File: src/rtl/reg_file_snap_rd_if.sv
// ---------------------------------------------------------------------------
// reg_file_snap_rd_if
//
// Snapshot delivery channel between the register-file snapshot reader
// (master) and whatever consumes the packed snapshot word (slave).
//
// Signals:
//   snap_valid_out  master -> slave  snap_out / torn_out (/ seq_out) are valid
//   snap_ready_in   slave  -> master consumer accepts the word this cycle
//   snap_out        master -> slave  packed snapshot, entry i at [16i+15:16i]
//   torn_out        master -> slave  word may mix data from before/after writes
//   seq_out         master -> slave  words accepted before this one, mod 256
//                                    (present only when SNAP_SEQ_EN is defined)
//
// Handshake: a word transfers on every rising clock edge where snap_valid_out
// and snap_ready_in are both high. Once snap_valid_out rises, it and the
// qualified data stay unchanged until that transfer edge. snap_ready_in may
// toggle freely and has no effect while snap_valid_out is low.
//
// Optional build macro: SNAP_SEQ_EN (adds seq_out).
// ---------------------------------------------------------------------------
interface reg_file_snap_rd_if #(
  parameter int DATA_W  = 16,
  parameter int ENTRIES = 2
);
  logic                        snap_valid_out;
  logic                        snap_ready_in;
  logic [ENTRIES*DATA_W-1:0]   snap_out;
  logic                        torn_out;
`ifdef SNAP_SEQ_EN
  logic [7:0]                  seq_out;

  modport master (
    output snap_valid_out,
    output snap_out,
    output torn_out,
    output seq_out,
    input  snap_ready_in
  );

  modport slave (
    input  snap_valid_out,
    input  snap_out,
    input  torn_out,
    input  seq_out,
    output snap_ready_in
  );
`else
  modport master (
    output snap_valid_out,
    output snap_out,
    output torn_out,
    input  snap_ready_in
  );

  modport slave (
    input  snap_valid_out,
    input  snap_out,
    input  torn_out,
    output snap_ready_in
  );
`endif
endinterface

File: src/rtl/reg_file_snap_rd.sv
// ---------------------------------------------------------------------------
// reg_file_snap_rd
//
// Sequential snapshot reader for a small register file. On request it walks
// the file's read address over every entry (one entry per cycle, sampling the
// combinational read data), packs the entries into one word in write-lane
// order and offers that word over a valid/ready channel. A write seen during
// the walk makes the snapshot suspect, so the walk restarts, up to MAX_RETRY
// times; after that the word is delivered flagged as torn.
//
// Ports:
//   clock       in   single clock, all state changes on posedge
//   reset       in   synchronous active-high reset
//   start_in    in   request one snapshot (pulse or level)
//   wr_en_in    in   copy of the register file write enable
//   rdata_in    in   register file read data, combinational from raddr_out
//   raddr_out   out  register file read address (registered)
//   busy_out    out  high whenever the reader is not idle
//   dbg_state   out  current FSM state (0 idle, 1 sweep, 2 hold)
//   snap        master side of reg_file_snap_rd_if (valid/ready word channel)
//
// Optional build macro: SNAP_SEQ_EN adds snap.seq_out, an 8-bit count of
// accepted words that wraps 255 -> 0.
//
// Timing of one clean snapshot (ENTRIES=2), start sampled at edge N:
//   N    : enter SWEEP, raddr=0
//   N+1  : capture entry 0, raddr=1
//   N+2  : capture entry 1, raddr wraps to 0
//   N+3  : commit lanes to snap_out, raise snap_valid_out (HOLD)
// A write sampled on a capture edge marks the sweep dirty; the next edge
// restarts the sweep instead of capturing/committing, provided retries remain.
// ---------------------------------------------------------------------------
module reg_file_snap_rd #(
  parameter int DATA_W    = 16,
  parameter int ENTRIES   = 2,
  parameter int ADDR_W    = 1,
  parameter int MAX_RETRY = 3
) (
  input  logic              clock,
  input  logic              reset,
  input  logic              start_in,
  input  logic              wr_en_in,
  input  logic [DATA_W-1:0] rdata_in,
  output logic [ADDR_W-1:0] raddr_out,
  output logic              busy_out,
  output logic [1:0]        dbg_state,
  reg_file_snap_rd_if.master snap
);

  // One extra index bit so "all entries captured" is its own value.
  localparam int                 IDX_W     = ADDR_W + 1;
  localparam int                 RETRY_W   = 4;
  localparam logic [IDX_W-1:0]   DONE_IDX  = IDX_W'(ENTRIES);
  localparam logic [RETRY_W-1:0] RETRY_MAX = RETRY_W'(MAX_RETRY);

  typedef enum logic [1:0] {
    S_IDLE  = 2'd0,
    S_SWEEP = 2'd1,
    S_HOLD  = 2'd2
  } state_t;

  state_t state_q;
  state_t state_d;

  logic [IDX_W-1:0]          index_q;
  logic [ADDR_W-1:0]         raddr_q;
  logic [RETRY_W-1:0]        retry_q;
  logic                      dirty_q;
  logic [DATA_W-1:0]         lane_q [ENTRIES];
  logic [ENTRIES*DATA_W-1:0] snap_q;
  logic                      valid_q;
  logic                      torn_q;

  logic [ENTRIES*DATA_W-1:0] lanes_packed;
  logic                      sweep_done;
  logic                      can_retry;
  logic                      accept;

  // FSM strobes consumed by the datapath register block.
  logic                      begin_sweep;
  logic                      restart;
  logic                      capture;
  logic                      commit;

  assign sweep_done = (index_q == DONE_IDX);
  assign can_retry  = (retry_q < RETRY_MAX);
  assign accept     = valid_q & snap.snap_ready_in;

  // Lane i of the output word is entry i of the register file.
  always_comb begin
    lanes_packed = '0;
    for (int i = 0; i < ENTRIES; i++) begin
      lanes_packed[i*DATA_W +: DATA_W] = lane_q[i];
    end
  end

  // ---------------------------------------------------------------------
  // FSM state register
  // ---------------------------------------------------------------------
  always_ff @(posedge clock) begin
    if (reset) begin
      state_q <= S_IDLE;
    end else begin
      state_q <= state_d;
    end
  end

  // ---------------------------------------------------------------------
  // FSM next state and datapath strobes
  // ---------------------------------------------------------------------
  always_comb begin
    state_d     = state_q;
    begin_sweep = 1'b0;
    restart     = 1'b0;
    capture     = 1'b0;
    commit      = 1'b0;

    case (state_q)
      S_IDLE: begin
        if (start_in) begin
          state_d     = S_SWEEP;
          begin_sweep = 1'b1;
        end
      end

      S_SWEEP: begin
        // A dirty sweep is abandoned at the first edge after the write was
        // seen, whether that edge would have captured or committed. Once the
        // retry budget is spent the dirty flag just rides along to torn.
        if (dirty_q && can_retry) begin
          restart = 1'b1;
        end else if (sweep_done) begin
          commit  = 1'b1;
          state_d = S_HOLD;
        end else begin
          capture = 1'b1;
        end
      end

      S_HOLD: begin
        // start_in only counts in the transfer cycle; it chains straight
        // into a new sweep without passing through IDLE.
        if (accept) begin
          if (start_in) begin
            state_d     = S_SWEEP;
            begin_sweep = 1'b1;
          end else begin
            state_d = S_IDLE;
          end
        end
      end

      default: begin
        state_d = S_IDLE;
      end
    endcase
  end

  // ---------------------------------------------------------------------
  // Datapath registers
  // ---------------------------------------------------------------------
  always_ff @(posedge clock) begin
    if (reset) begin
      index_q <= '0;
      raddr_q <= '0;
      retry_q <= '0;
      dirty_q <= 1'b0;
      snap_q  <= '0;
      valid_q <= 1'b0;
      torn_q  <= 1'b0;
      for (int i = 0; i < ENTRIES; i++) begin
        lane_q[i] <= '0;
      end
    end else begin
      // Fresh sweep or restart: rewind the walk. A write sampled on this
      // edge has already landed before the new walk reads anything, so it
      // does not carry into the new sweep.
      if (begin_sweep || restart) begin
        index_q <= '0;
        raddr_q <= '0;
        dirty_q <= 1'b0;
      end

      if (begin_sweep) begin
        retry_q <= '0;
      end

      if (restart) begin
        retry_q <= retry_q + RETRY_W'(1);
      end

      if (capture) begin
        lane_q[index_q[ADDR_W-1:0]] <= rdata_in;
        index_q                     <= index_q + IDX_W'(1);
        raddr_q                     <= raddr_q + ADDR_W'(1);
        dirty_q                     <= dirty_q | wr_en_in;
      end

      // Reaching commit with dirty set is only possible after the retry
      // budget ran out, so dirty is exactly the torn qualifier.
      if (commit) begin
        snap_q  <= lanes_packed;
        torn_q  <= dirty_q;
        valid_q <= 1'b1;
        index_q <= '0;
        raddr_q <= '0;
      end

      if (accept) begin
        valid_q <= 1'b0;
      end
    end
  end

`ifdef SNAP_SEQ_EN
  // Count of accepted words; presented alongside the next word.
  logic [7:0] seq_q;

  always_ff @(posedge clock) begin
    if (reset) begin
      seq_q <= '0;
    end else if (accept) begin
      seq_q <= seq_q + 8'd1;
    end
  end

  assign snap.seq_out = seq_q;
`endif

  // ---------------------------------------------------------------------
  // Outputs
  // ---------------------------------------------------------------------
  assign raddr_out           = raddr_q;
  assign busy_out            = (state_q != S_IDLE);
  assign dbg_state           = state_q;
  assign snap.snap_valid_out = valid_q;
  assign snap.snap_out       = snap_q;
  assign snap.torn_out       = torn_q;

endmodule

File: src/flat_wrapper.sv
// flat-port wrapper written by rule: the top's interface ports become plain ports
module reg_file_snap_rd_flat 
#(
  parameter int DATA_W    = 16,
  parameter int ENTRIES   = 2,
  parameter int ADDR_W    = 1,
  parameter int MAX_RETRY = 3
)
  (clock, reset, start_in, wr_en_in, rdata_in, raddr_out, busy_out, dbg_state, snap_snap_valid_out, snap_snap_out, snap_torn_out, snap_snap_ready_in);
  reg_file_snap_rd_if #(.DATA_W(DATA_W), .ENTRIES(ENTRIES)) snap_i ();
  input  logic clock;
  input  logic reset;
  input  logic start_in;
  input  logic wr_en_in;
  input  logic [DATA_W-1:0] rdata_in;
  output logic [ADDR_W-1:0] raddr_out;
  output logic busy_out;
  output logic [1:0] dbg_state;
  output wire logic [$bits(snap_i.snap_valid_out)-1:0] snap_snap_valid_out;
  output wire logic [$bits(snap_i.snap_out)-1:0] snap_snap_out;
  output wire logic [$bits(snap_i.torn_out)-1:0] snap_torn_out;
  input wire logic [$bits(snap_i.snap_ready_in)-1:0] snap_snap_ready_in;
  assign snap_snap_valid_out = snap_i.snap_valid_out;
  assign snap_snap_out = snap_i.snap_out;
  assign snap_torn_out = snap_i.torn_out;
  assign snap_i.snap_ready_in = snap_snap_ready_in;
  reg_file_snap_rd #(.DATA_W(DATA_W), .ENTRIES(ENTRIES), .ADDR_W(ADDR_W), .MAX_RETRY(MAX_RETRY)) u_core (.clock(clock), .reset(reset), .start_in(start_in), .wr_en_in(wr_en_in), .rdata_in(rdata_in), .raddr_out(raddr_out), .busy_out(busy_out), .dbg_state(dbg_state), .snap(snap_i));
endmodule
File: config.mk
export PLATFORM = sky130hd
export DESIGN_NAME = reg_file_snap_rd_flat
export DESIGN_NICKNAME = d
export VERILOG_FILES = /design/src/rtl/reg_file_snap_rd_if.sv /design/src/rtl/reg_file_snap_rd.sv /design/src/flat_wrapper.sv
export SDC_FILE = /design/constraint.sdc
export NUM_CORES = 1
export LEC_CHECK = 0
export BUFFER_PORTS_ARGS = -buffer_cell sky130_fd_sc_hd__buf_2
export CELL_PAD_IN_SITES_DETAIL_PLACEMENT = 0
export CELL_PAD_IN_SITES_GLOBAL_PLACEMENT = 1
export CORE_MARGIN = 2
export CORE_UTILIZATION = 39
export CTS_CLUSTER_SIZE = 30
export DETAILED_ROUTE_END_ITERATION = 10
export PLACE_DENSITY_LB_ADDON = 0.2
export RECOVER_POWER = 100
export SLEW_MARGIN = 30
export SYNTH_ARGS = -nofsm -noshare
export SYNTH_HDL_FRONTEND = slang
export SYNTH_SLANG_ARGS = --single-unit
File: constraint.sdc
create_clock -name clock -period 2.5 [get_ports clock]
set_input_delay 0.375 -clock clock [delete_from_list [all_inputs] [get_ports clock]]
set_output_delay 0.375 -clock clock [all_outputs]
set_load 0.05 [all_outputs]
==> flow_metrics.tcl <==
set metrics [dict create \
    pwr-share-comb 0.081 \
    slew_headroom -0.0596 \
    ant_nets 0 \
    num_rows 33 \
    crit_slowest_cell "or4b_1" \
    min_path_type "primary input to register" \
    globalRouteMet1Util 0.244 \
    wl_microns 7530 \
    vias_per_cell 5.22 \
    met2_usage 0.265 \
    cp.required_ns 2.50 \
    die_y_microns 95.5 \
    grt.total_usage 0.173 \
    power.density_nw_per_um2 649 \
    drtPass1Iterations 7 \
    power.total_mw 2.45 \
    end_kind "register" \
    finalSetupTns_ns 0 \
    rsz0062_at_grt "false" \
    layoutNonFillerInstCount 445 \
    intPower_mw 1.84 \
    place_ws_ns 0.523 \
    postCtsSetupBuffers 0 \
    cts_tree "done" \
    num_antenna_cells 0 \
    wl_per_cell_microns 16.9 \
    start_kind "register" \
    syn-num-nets 305 \
    placed_cell_area_sq_um 3640 \
    hold_violations 0 \
    max-cap-violations 1 \
    start_util 0.400 \
    max_freq_mhz 460 \
    grt_max_degree 38 \
    synthesis.instances 282 \
    synth-main-ff-cell "dfxtp_1" \
    final_max_slew_viol_count 34 \
    setup_ws_ns 0.327 \
    ys_seq_elements 76 \
    p_sw_uw 609 \
    crit_type "register to register" \
    violations "max-capacitance violations, max-slew violations" \
    avgSynthCellArea_sq_um 11.6 \
    fin_area_sq_um 3770 \
    clkTransAtPathRegs_ns 0.08 \
    status "finished with violations" \
    grt-ovfl-total 0 \
    areaGrowthSynthToFinish_pct 15.4 \
    cts_max_level 3 \
    coreArea_sq_um 8180 \
    dp_hpwl_microns 4690 \
    cts_max_path_buffers 2 \
    cts_buffers 9 \
    placedCellCount 429 \
    die_area_sq_um 9130 \
    drive_above_1_share 0.176 \
    grt_pass1_vias 2269 \
    ioPinCount 59 \
    whs_ns 0.336 \
    synthDistinctLibCells 36 \
    drt_iter0_drc 99 \
    final_util 0.461 \
    max-vdd-ir-drop_mv 0.317 \
    power.leakage_nw 1.29 \
    drc 0 \
    slowest_delay_ns 0.53 \
    insertion_delay_ns 0.34 \
    p_clk_frac 0.362 \
    yosysWarnings 0 \
    io_buffers 58 \
    grt-busiest-layer "met2" \
    path_cells "ha_1 > or4b_1 > buf_4 > nand2_1 > o21ai_0 > clkbuf_2" \
    async_flop_share 0 \
    setup_viol 0 \
    cts.sinks 76 \
    layout.nets 358 \
    antenna_found_initial 0 \
    cts_root_buffer "clkbuf_8" \
    worst-slew-pin-transition_ns 1.59 \
    clock_skew_ns 0.00925 \
    pwr-share-seq 0.557 \
    path_max_fanout 16 \
    grt_use_met3 0.0316 \
    grt_pass1_wl_microns 11800 \
    cp.arrival_ns 2.17 \
    ys_seq_area_frac 0.564 \
    via_count 2321 \
    die_w_microns 95.5 \
    fin_crit_ns 2.17 \
    synth_enable_flop_cells 32 \
    swShare 0.249 \
    fin_crit_sh 0.869 \
    ctsHoldBuffers 0 \
    netlist_area_sq_um 3270 \
    cts_resized 0 \
    gp_congestion 0.767 \
]
## flip-flops by register name (all words and copies together), names as in the netlist
signal,flops
snap_snap_out,32
u_core.snap.torn_out,1
u_core.dbg_state,2
u_core.raddr_out,1
u_core.dirty_q,1
u_core.lane_q,32
u_core.index_q,2
u_core.snap.snap_valid_out,1
u_core.retry_q,4
## worst max-delay path, delay by kind of cell, from the launching register on
family / cells / cell delay (ns)
fa+ha+maj: 1 / 0.21
compound gates: 1 / 0.08
flops: 1 / 0.34
buf+inv: 2 / 0.55
simple gates: 2 / 0.65
## path summary, 6_finish.rpt
path / start / slack [ns] / to / cells after the start
worst max register to register: u_core.retry_q[0] / 0.33 / u_core.lane_q[1][12] / 6
worst max-delay path: u_core.retry_q[0] / 0.33 / u_core.lane_q[1][12] / 6
worst min register to register: u_core.lane_q[1][2] / 0.46 / snap_snap_out[18] / 1
worst min-delay path: rdata_in[9] / 0.34 / u_core.lane_q[1][9] / 2
## synthesized netlist by cell type, types with 2 or more instances
cell type   n  share of area
dfxtp_1    44           0.27
buf_6       6          0.021
clkbuf_1   15          0.017
nand2_1     4         0.0046
nand3b_1    2         0.0046
and2_1     34          0.065
ha_1        2         0.0077
o21ai_0     2         0.0031
a311oi_2   10          0.046
a311oi_1   23          0.062
a31o_2      4          0.011
inv_1      35          0.040
nor2_1      3         0.0034
o31ai_1     2         0.0046
a21oi_1     5         0.0077
o21a_1      2         0.0046
nand2b_1    3         0.0057
buf_2       5         0.0077
nor4_1      3         0.0057
edfxtp_1   32           0.29
a21boi_0    2         0.0046
a31o_1     30          0.080
## cell type report
cell class	count	area, sq um
clock inverter	4	21.3
fill	786	4410
sequential	76	1840
timing repair buffer	69	327
multi-input combinational	143	1150
clock buffer	12	166
tap	105	131
inverter	36	135
## logic make-up after synthesis
family / after synthesis / share of synthesized area
fa+ha+maj: 2 / 0.00766
simple gates: 58 / 0.109
compound gates: 83 / 0.231
buf+inv: 63 / 0.0881
flops: 76 / 0.564
## power by group through the flow
stage | logic (mW) | clock network, mW | registers [mW]
final | 0.198 | 0.885 | 1.36
after global routing | 0.214 | 0.965 | 1.37
after CTS | 0.206 | 0.906 | 1.36
after detailed placement | 0.204 | 0 | 1.39
after global placement | 0.203 | 0 | 1.39
after floorplan | 0.113 | 0 | 1.40
## placed cells by master, fill, tap and decap left out, types with 2 or more instances in the layout
master    Yosys  routed
a31o_2        4       4
inv_1        35      35
nor4_1        3       2
nand2_1       4       4
o31ai_1       2       2
nand3b_1      2       2
a31o_1       30      30
a311oi_2     10      10
clkbuf_8      0      10
dfxtp_1      44      44
and2_0        0      13
clkbuf_1     15      42
o21a_1        2       2
buf_4         0       7
ha_1          2       2
a311oi_1     23      23
a21boi_0      2       2
edfxtp_1     32      32
a21oi_1       5       5
nor2_1        3       3
clkinv_2      0       2
buf_2         5      19
and2_1       34      21
nand2b_1      3       3
## metal layers
layer | share of wire | routed length, microns
met1 | 0.48 | 3620
met3 | 0.047 | 351
met5 | 0 | 0
met4 | 0.010 | 78
met2 | 0.46 | 3490
(Power assumes the default switching activity.)
